`config.mk`:
```
export PLATFORM = sky130hd
export DESIGN_NAME = select_zero_32
export DESIGN_NICKNAME = d
export VERILOG_FILES = /design/src/rtl/select_zero_32.sv
export SDC_FILE = /design/constraint.sdc
export NUM_CORES = 1
export LEC_CHECK = 0
export CAP_MARGIN = 15
export CORE_MARGIN = 1
export CORE_UTILIZATION = 30
export DETAILED_ROUTE_END_ITERATION = 10
export MAX_ROUTING_LAYER = met4
export SLEW_MARGIN = 20
export SYNTH_ARGS = -nofsm -noshare
export SYNTH_HDL_FRONTEND = slang
export SYNTH_SLANG_ARGS = --single-unit
```
`constraint.sdc`:
```
create_clock -name clk -period 7.7 [get_ports clk]
set_input_delay 2.31 -clock clk [delete_from_list [all_inputs] [get_ports clk]]
set_output_delay 2.31 -clock clk [all_outputs]
set_load 0.02 [all_outputs]
```
`src/rtl/select_zero_32.sv`:
```
// Two-stage select: returns the bit position of the k-th zero (LSB-first, 0-based) of a 32-bit vector.
// One request per cycle, results appear exactly two cycles after pass, in order.
module select_zero_32 (
  input  logic        clk,
  input  logic        rst,
  input  logic        pass,
  input  logic [31:0] x,
  input  logic [4:0]  k,
  output logic        valid_r,
  output logic        found_r,
  output logic [4:0]  pos_r
);

  localparam int unsigned W   = 32;
  localparam int unsigned NIB = 8;
  localparam int unsigned CW  = 3;
  localparam int unsigned RW  = 5;
  localparam int unsigned PW  = 6;

  // Number of zero bits in a nibble, 0..4.
  function automatic logic [CW-1:0] nib_zeros(input logic [3:0] nib);
    logic [3:0] z;
    z = ~nib;
    return CW'(z[0]) + CW'(z[1]) + CW'(z[2]) + CW'(z[3]);
  endfunction

  // Index of the r-th zero inside a nibble; only meaningful when that zero exists.
  function automatic logic [1:0] kth_zero(input logic [3:0] nib, input logic [1:0] r);
    logic [2:0] seen;
    logic [1:0] b;
    seen = '0;
    b    = '0;
    for (int j = 0; j < 4; j++) begin
      if (!nib[j]) begin
        if (seen == {1'b0, r}) b = 2'(j);
        seen = seen + 3'd1;
      end
    end
    return b;
  endfunction

  logic [NIB-1:0][CW-1:0] cnt_d;
  logic [NIB-1:0][CW-1:0] cnt_q;
  logic [W-1:0]           x_q;
  logic [RW-1:0]          k_q;
  logic                   v1_q;

  logic [NIB:0][PW-1:0]   pre;
  logic [PW-1:0]          k6;
  logic [PW-1:0]          base;
  logic [2:0]             sel_n;
  logic [1:0]             resid;
  logic [1:0]             bit_b;
  logic                   found_d;
  logic [RW-1:0]          pos_d;

  logic                   valid_q;
  logic                   found_q;
  logic [RW-1:0]          pos_q;

  // S0: per-nibble zero counts
  always_comb begin
    cnt_d = '0;
    for (int i = 0; i < NIB; i++) begin
      cnt_d[i] = nib_zeros(x[4*i +: 4]);
    end
  end

  // R1: data captured only on an accepted request; the valid flag is the only reset state
  always_ff @(posedge clk) begin
    if (rst) v1_q <= 1'b0;
    else     v1_q <= pass;
  end

  always_ff @(posedge clk) begin
    if (pass) begin
      cnt_q <= cnt_d;
      x_q   <= x;
      k_q   <= k;
    end
  end

  // S1: exclusive prefix sums, nibble selection and in-nibble select
  always_comb begin
    pre    = '0;
    sel_n  = '0;
    k6     = {1'b0, k_q};
    for (int i = 0; i < NIB; i++) begin
      pre[i+1] = pre[i] + PW'(cnt_q[i]);
    end
    // Empty nibbles have P[i]==P[i+1] and never match, so the hit is unique.
    for (int i = 0; i < NIB; i++) begin
      if ((pre[i] <= k6) && (k6 < pre[i+1])) sel_n = 3'(i);
    end
    base    = pre[sel_n];
    resid   = 2'(k6 - base);
    bit_b   = kth_zero(x_q[{sel_n, 2'b00} +: 4], resid);
    found_d = (k6 < pre[NIB]);
    pos_d   = found_d ? {sel_n, bit_b} : '0;
  end

  // R2: result registers; found/pos hold while no result is flowing
  always_ff @(posedge clk) begin
    if (rst) begin
      valid_q <= 1'b0;
      found_q <= 1'b0;
      pos_q   <= '0;
    end else begin
      valid_q <= v1_q;
      if (v1_q) begin
        found_q <= found_d;
        pos_q   <= pos_d;
      end
    end
  end

  assign valid_r = valid_q;
  assign found_r = found_q;
  assign pos_r   = pos_q;

endmodule
```
Yosys cells after proc, flatten, opt, wreduce, memory -nomap -nowiden:

Index checks and enable logic that the tools add are counted.

* bits in registers: 69
* bits of input ports: 40
* output and inout port bits: 7

* shift-type cells: 1
* muxes and demuxes: 19
* $lt $le $gt $ge: 15
* reduce and logical (&&, ||, !) cells: 7
* eq/ne operators: 3
* add/sub/neg operators: 34
* bitwise operators: 8

Operators by type and width (number)
* 4-bit NOT: 8
* 32-bit by 6-bit variable part select with 4-bit output: 1
* 5-bit by 6-bit less-than comparator with 1-bit output: 5
* 2-bit by 1-bit adder with 3-bit output: 8
* 3-bit by 1-bit adder with 3-bit output: 8
* 6-bit by 3-bit adder with 6-bit output: 4
* 6-bit by 5-bit <= comparator with 1-bit output: 4
* 3-bit two-way mux: 8
* 6-bit binary-select mux with 3-bit select: 1
* 1-bit by 1-bit adder with 2-bit output: 8
* 2-bit two-way mux: 5
* 3-bit by 2-bit equality test with 1-bit output: 3
* 1-bit logical AND: 7
* 3-bit by 1-bit adder with 3-bit output (second input constant): 2
* 5-bit by 3-bit adder with 6-bit output: 1
* 4-bit by 3-bit adder with 5-bit output: 1
* 3-bit by 5-bit <= comparator with 1-bit output: 1
* 4-bit by 5-bit <= comparator with 1-bit output: 1
* 5-bit <= comparator: 1
* 3-bit by 5-bit less-than comparator with 1-bit output (second input constant): 1
* 5-bit by 4-bit less-than comparator with 1-bit output: 1
* 5-bit less-than comparator: 1
* 5-bit two-way mux: 1
* 3-bit by 3-bit adder with 4-bit output: 1
* 2 further kinds: 5

Logic depth before layout (Yosys ltp):

* depth after elaboration: 21
* mapped depth: 36
* gate-level depth less buffers: 33

Least setup slack after synthesis:

OpenSTA, ideal clock, no wires.

* path type: reg-to-reg
* start: reg cnt_q[0] in the netlist's numbering
* end: reg pos_q[1], in the netlist pos_r[1]
* path buffers: 1
* arrival: 8.321 ns
* slack: -0.707 ns
* period minus slack after synthesis: 8.407 ns
* cell stages (with the launch flop): 31
* required time: 7.614 ns
* cells stage by stage: edfxtp_1 -> ha_1 -> fa_1 -> inv_1 -> fa_1 -> fa_1 -> inv_1 -> fa_1 -> fa_1 -> inv_1 -> fa_1 -> inv_1 -> ha_1 -> nor2b_1 -> o21a_1 -> o21a_1 -> o21a_1 -> o22a_1 -> nor4_2 -> nor3_1 -> a211oi_1 -> buf_2 -> mux2i_1 -> o221a_2 -> a21oi_1 -> ha_1 -> or2_2 -> a211o_1 -> a21o_1 -> or3b_1 -> a221oi_2

* cells in the longest elaborated chain, start to end: 20
* elaborated cells on any way between the ends: 51
* classes of those cells: 10 x add/sub; 14 x order compare; 2 x eq/ne; 1 x shift; 17 x mux; 7 x reduce/logical

Ends and longest elaborated chain
* start: declaration: line 43 `logic [NIB-1:0][CW-1:0] cnt_q;`
* start signal: assignment: line 77 `cnt_q <= cnt_d;`
* 3-bit by 3-bit adder with 4-bit output: line 89 `pre[i+1] = pre[i] + PW'(cnt_q[i]);`
* 4-bit by 3-bit adder with 5-bit output or 5-bit by 4-bit less-than comparator with 1-bit output (tied branches): line 89, 93
* 5-bit by 3-bit adder with 6-bit output (tied with other cells): line 89
* 6-bit by 3-bit adder with 6-bit output (tied with other cells) (4 in a row): line 89
* 5-bit by 6-bit less-than comparator with 1-bit output (tied with other cells): line 93, 98
* 1-bit logical AND or 3-bit two-way mux (tied branches): line 93 `if ((pre[i] <= k6) && (k6 < pre[i+1])) sel_n = 3'(i);`
* 3-bit two-way mux: line 93
* 32-bit by 6-bit variable part select with 4-bit output: line 97 `bit_b = kth_zero(x_q[{sel_n, 2'b00} +: 4], resid);`
* 1-bit two-way mux: line 34 `if (!nib[j]) begin`
* 3-bit by 1-bit adder with 3-bit output: line 36 `seen = seen + 3'd1;`
* 3-bit two-way mux: line 34
* 3-bit by 1-bit adder with 3-bit output or 3-bit by 2-bit equality test with 1-bit output (tied branches): line 36, 35
* 3-bit two-way mux or 2-bit two-way mux (tied branches): line 34, 35
* 3-bit by 2-bit equality test with 1-bit output or 2-bit two-way mux (tied branches): line 35, 34
* 2-bit two-way mux: line 35 `if (seen == {1'b0, r}) b = 2'(j);`
* 2-bit two-way mux: line 34
* 5-bit two-way mux *: line 99 `pos_d = found_d ? {sel_n, bit_b} : '0;`
* end signal: assignment: line 112 `pos_q <= pos_d;`
* end: declaration: line 59 `logic [RW-1:0] pos_q;`

Every way passes the cells marked *; elsewhere a longest branch is shown, timed or not. The select of a mux whose other input is x is not followed.
A chain may end at the register's enable or synchronous reset.

Worst setup path in the final report:

* start: reg cnt_q[0] in the netlist's numbering
* end: reg pos_q[0], in the netlist pos_r[0]

* cells in the longest elaborated chain, start to end: 21
* elaborated cells on any way between the ends: 54
* classes of those cells: 10 x add/sub; 14 x order compare; 3 x eq/ne; 1 x shift; 19 x mux; 7 x reduce/logical

Ends and longest elaborated chain (line)
* parallel branches: the longest is 20 deep, another holds 5-bit by 3-bit adder with 6-bit output
* 5-bit two-way mux *: 99

Every way passes the cells marked *. The select of a mux whose other input is x is not followed.

==> flow_summary.toml <==
[critical_path]
slowest_stage = "fa_2"
cp_top_family = "adder cells"
worstPathRequired_ns = 7.94
criticalPathCategory = "flip-flop to flip-flop"
startpoint_type = "flip-flop"
critPathBufInv = 8
crit_path_frequent_cell = "fa_1"
max_stage_delay_ns = 0.55
crit_arrival_ns = 8.26
endpoint_kind = "flip-flop"
crit_fanout = 5

[drt]
drt_pre_antenna_iters = 4
first_iter_violations = 191
drcViolationCount = 0
antenna_left = 0
routed_wl_um = 14400
viasPerCell = 5.00
post_drt_wl_per_cell_um = 16.0
vias = 4493

[global_route]
grt_pass1_wl_um = 23600
overflow = 0
grt_max_degree = 63
grt_pass1_vias = 4729
antenna_found_initial = 0
track_usage = 0.159

[clocking]
cts_sinks = 69
cts.reportedPaths.clkPinSlew_ns = 0.05
cts_made_buffers = 9
cts_max_level = 3
clock_tree.root_cell = "clkbuf_16"
ctsHoldBuffers = 0
cts_buffer_depth = 2
cts_tree = "done"
insertion_delay_ns = 0.32

[run_status]
violations = "negative setup slack"
outcome = "complete, but fails checks"

[logic_synthesis]
synth_compound_area_frac = 0.190
ys_async_sr_fraction = 0
synth_edf_count = 61
synthMuxAreaShare = 0.0485
synth_area_sq_mm = 0.00568
synth_top_area_frac = 0.323
synth_area_leader_cell = "edfxtp_1"
synth-main-ff-cell = "edfxtp_1"
syn_inst = 526
yosysUniqueCellTypes = 72
synth_top_family_by_area = "adder cells"
syn_area_per_cell_sq_um = 10.8
synthAdderAreaFrac = 0.220
postSynthRegisterBits = 69
syn-num-nets = 657
yosysWarnings = 0
netlist_top_cells_area = "edfxtp_1, ha_1, fa_1"
synthXorXnorAreaFrac = 0.0366
ys_seq_area_frac = 0.351
synth-simple-area-share = 0.0996

[timing]
fmaxAchievable_ghz = 0.125
fin_tns_setup_ns = -0.620
timing.hold.ws_ns = 0.489
final.period_utilization = 1.04
slew_headroom = 0.481
worst_pin_slew_ns = 0.778
slew_violations = 0
final.setup_skew_ns = 0.00567
post-route-min-period_ns = 8.02
setup_violations = 2
finalHoldViolCount = 0
rsz0062_at_grt = "yes"
setup_slack_ns = -0.317

[floorplan]
core-area_sq_mm = 0.0183
row_count = 49
fp.dieW_um = 140
io_pins = 47
initial_core_util = 0.311
die_area_sq_mm = 0.0195
fp.dieH_um = 140

[finish]
drive_gt1_frac = 0.240
nNetsFinal = 796
fin_area_sq_mm = 0.00756
layout_common_cells = "buf_4, ha_1, inv_1, edfxtp_1, clkdlybuf4s50_1"
fillerInstances = 1767
area_delta_synth_final_pct = 33.2
num_antenna_cells = 0
final_common_cell = "buf_4"

[placement]
place.gp.congestion = 0.883
dpl-instance-area_sq_mm = 0.00701
place.port_buffers = 46
dp.final_hpwl_um = 11700

[min_path]
hold_path_class = "flip-flop to flip-flop"

[job]
maxCapViolCount = 0
## registers in the layout (all words and copies together) (netlist names)
register  count
valid_r       1
v1_q          1
found_r       1
pos_r         5
cnt_q        24
x_q          32
k_q           5
## path summary, 6_finish.rpt
path	start	endpoint	slack, ns	cells after the start
setup reg to reg	cnt_q[0]	pos_r[0]	-0.32	32
setup / recovery	cnt_q[0]	pos_r[0]	-0.32	32
hold reg to reg	pos_r[3]	pos_r[3]	0.49	2
hold / removal	pos_r[3]	pos_r[3]	0.49	2
## stage by stage
stage,utilization,instances,setup slack (ns)
floorplan,-,526,-0.145
detailed placement,0.384,865,-0.434
global route,0.414,899,-0.653
finish,0.414,899,-0.317
global placement,0.384,865,-0.332
CTS,0.407,891,-0.414
## cell type report
| type | instances | area [sq um] | share of cell area |
|---|---|---|---|
| clock buffers | 11 | 233 | 0.0308 |
| clock inverters | 5 | 75.1 | 0.00993 |
| inverters | 66 | 248 | 0.0328 |
| multi-input cells | 382 | 3550 | 0.469 |
| flip-flops and latches | 69 | 1990 | 0.263 |
| well taps | 229 | 287 | 0.0379 |
| repair buffers | 137 | 1180 | 0.156 |
## Yosys cell counts, types with 4 or more instances
| cell | n |
|---|---|
| a211oi_1 | 9 |
| a21o_1 | 12 |
| a21oi_1 | 18 |
| a22oi_1 | 5 |
| and3_1 | 4 |
| dfxtp_1 | 8 |
| edfxtp_1 | 61 |
| fa_1 | 15 |
| ha_1 | 76 |
| inv_1 | 64 |
| mux2_2 | 4 |
| mux2i_1 | 23 |
| nand2_1 | 20 |
| nand2b_1 | 7 |
| nand3_1 | 20 |
| nand4_1 | 4 |
| nor2_1 | 19 |
| nor2b_1 | 8 |
| nor3_1 | 4 |
| o211a_1 | 4 |
| o211ai_1 | 7 |
| o21a_1 | 13 |
| o21ai_0 | 18 |
| o22ai_1 | 6 |
| xnor2_1 | 11 |
| xor2_1 | 9 |
## what timing repair did
item / CTS / global route
pin swaps: 14 / 11
endpoints found under the setup margin: 2 / 2
setup buffers: 10 / 8
resized for setup: 7 / 16
## logic make-up (layout without fill, tap and decap cells)
family          count (synthesis)  in the layout
compound gates                136            136
simple gates                  106            106
fa+ha+maj                      91             91
buf+inv                        75            219
flops                          69             69
mux                            27             27
xor+xnor                       22             22
## per-layer routing
| layer | up-vias | share of wire | track usage |
|---|---|---|---|
| met5 | - | 0 | - |
| met4 | 0 | 0.033 | 0.0694 |
| met3 | 26 | 0.026 | 0.0127 |
| met2 | 90 | 0.49 | 0.267 |
| met1 | 2133 | 0.46 | 0.197 |
| li1 | 2244 | - | - |
## worst register-to-register path, delay by kind of cell (launching register included)
family | cells | cell delay, ns
AO/OA/AOI/OAI | 9 | 1.58
adder cells (fa/ha/maj) | 10 | 4.22
flip-flops | 1 | 0.39
multiplexers | 2 | 0.37
buffers and inverters | 8 | 0.88
AND/OR/NAND/NOR | 3 | 0.52
Power is left out: the tool's default activity adds up to more than one toggle a clock period on the data nets, which glitch-free logic cannot reach.
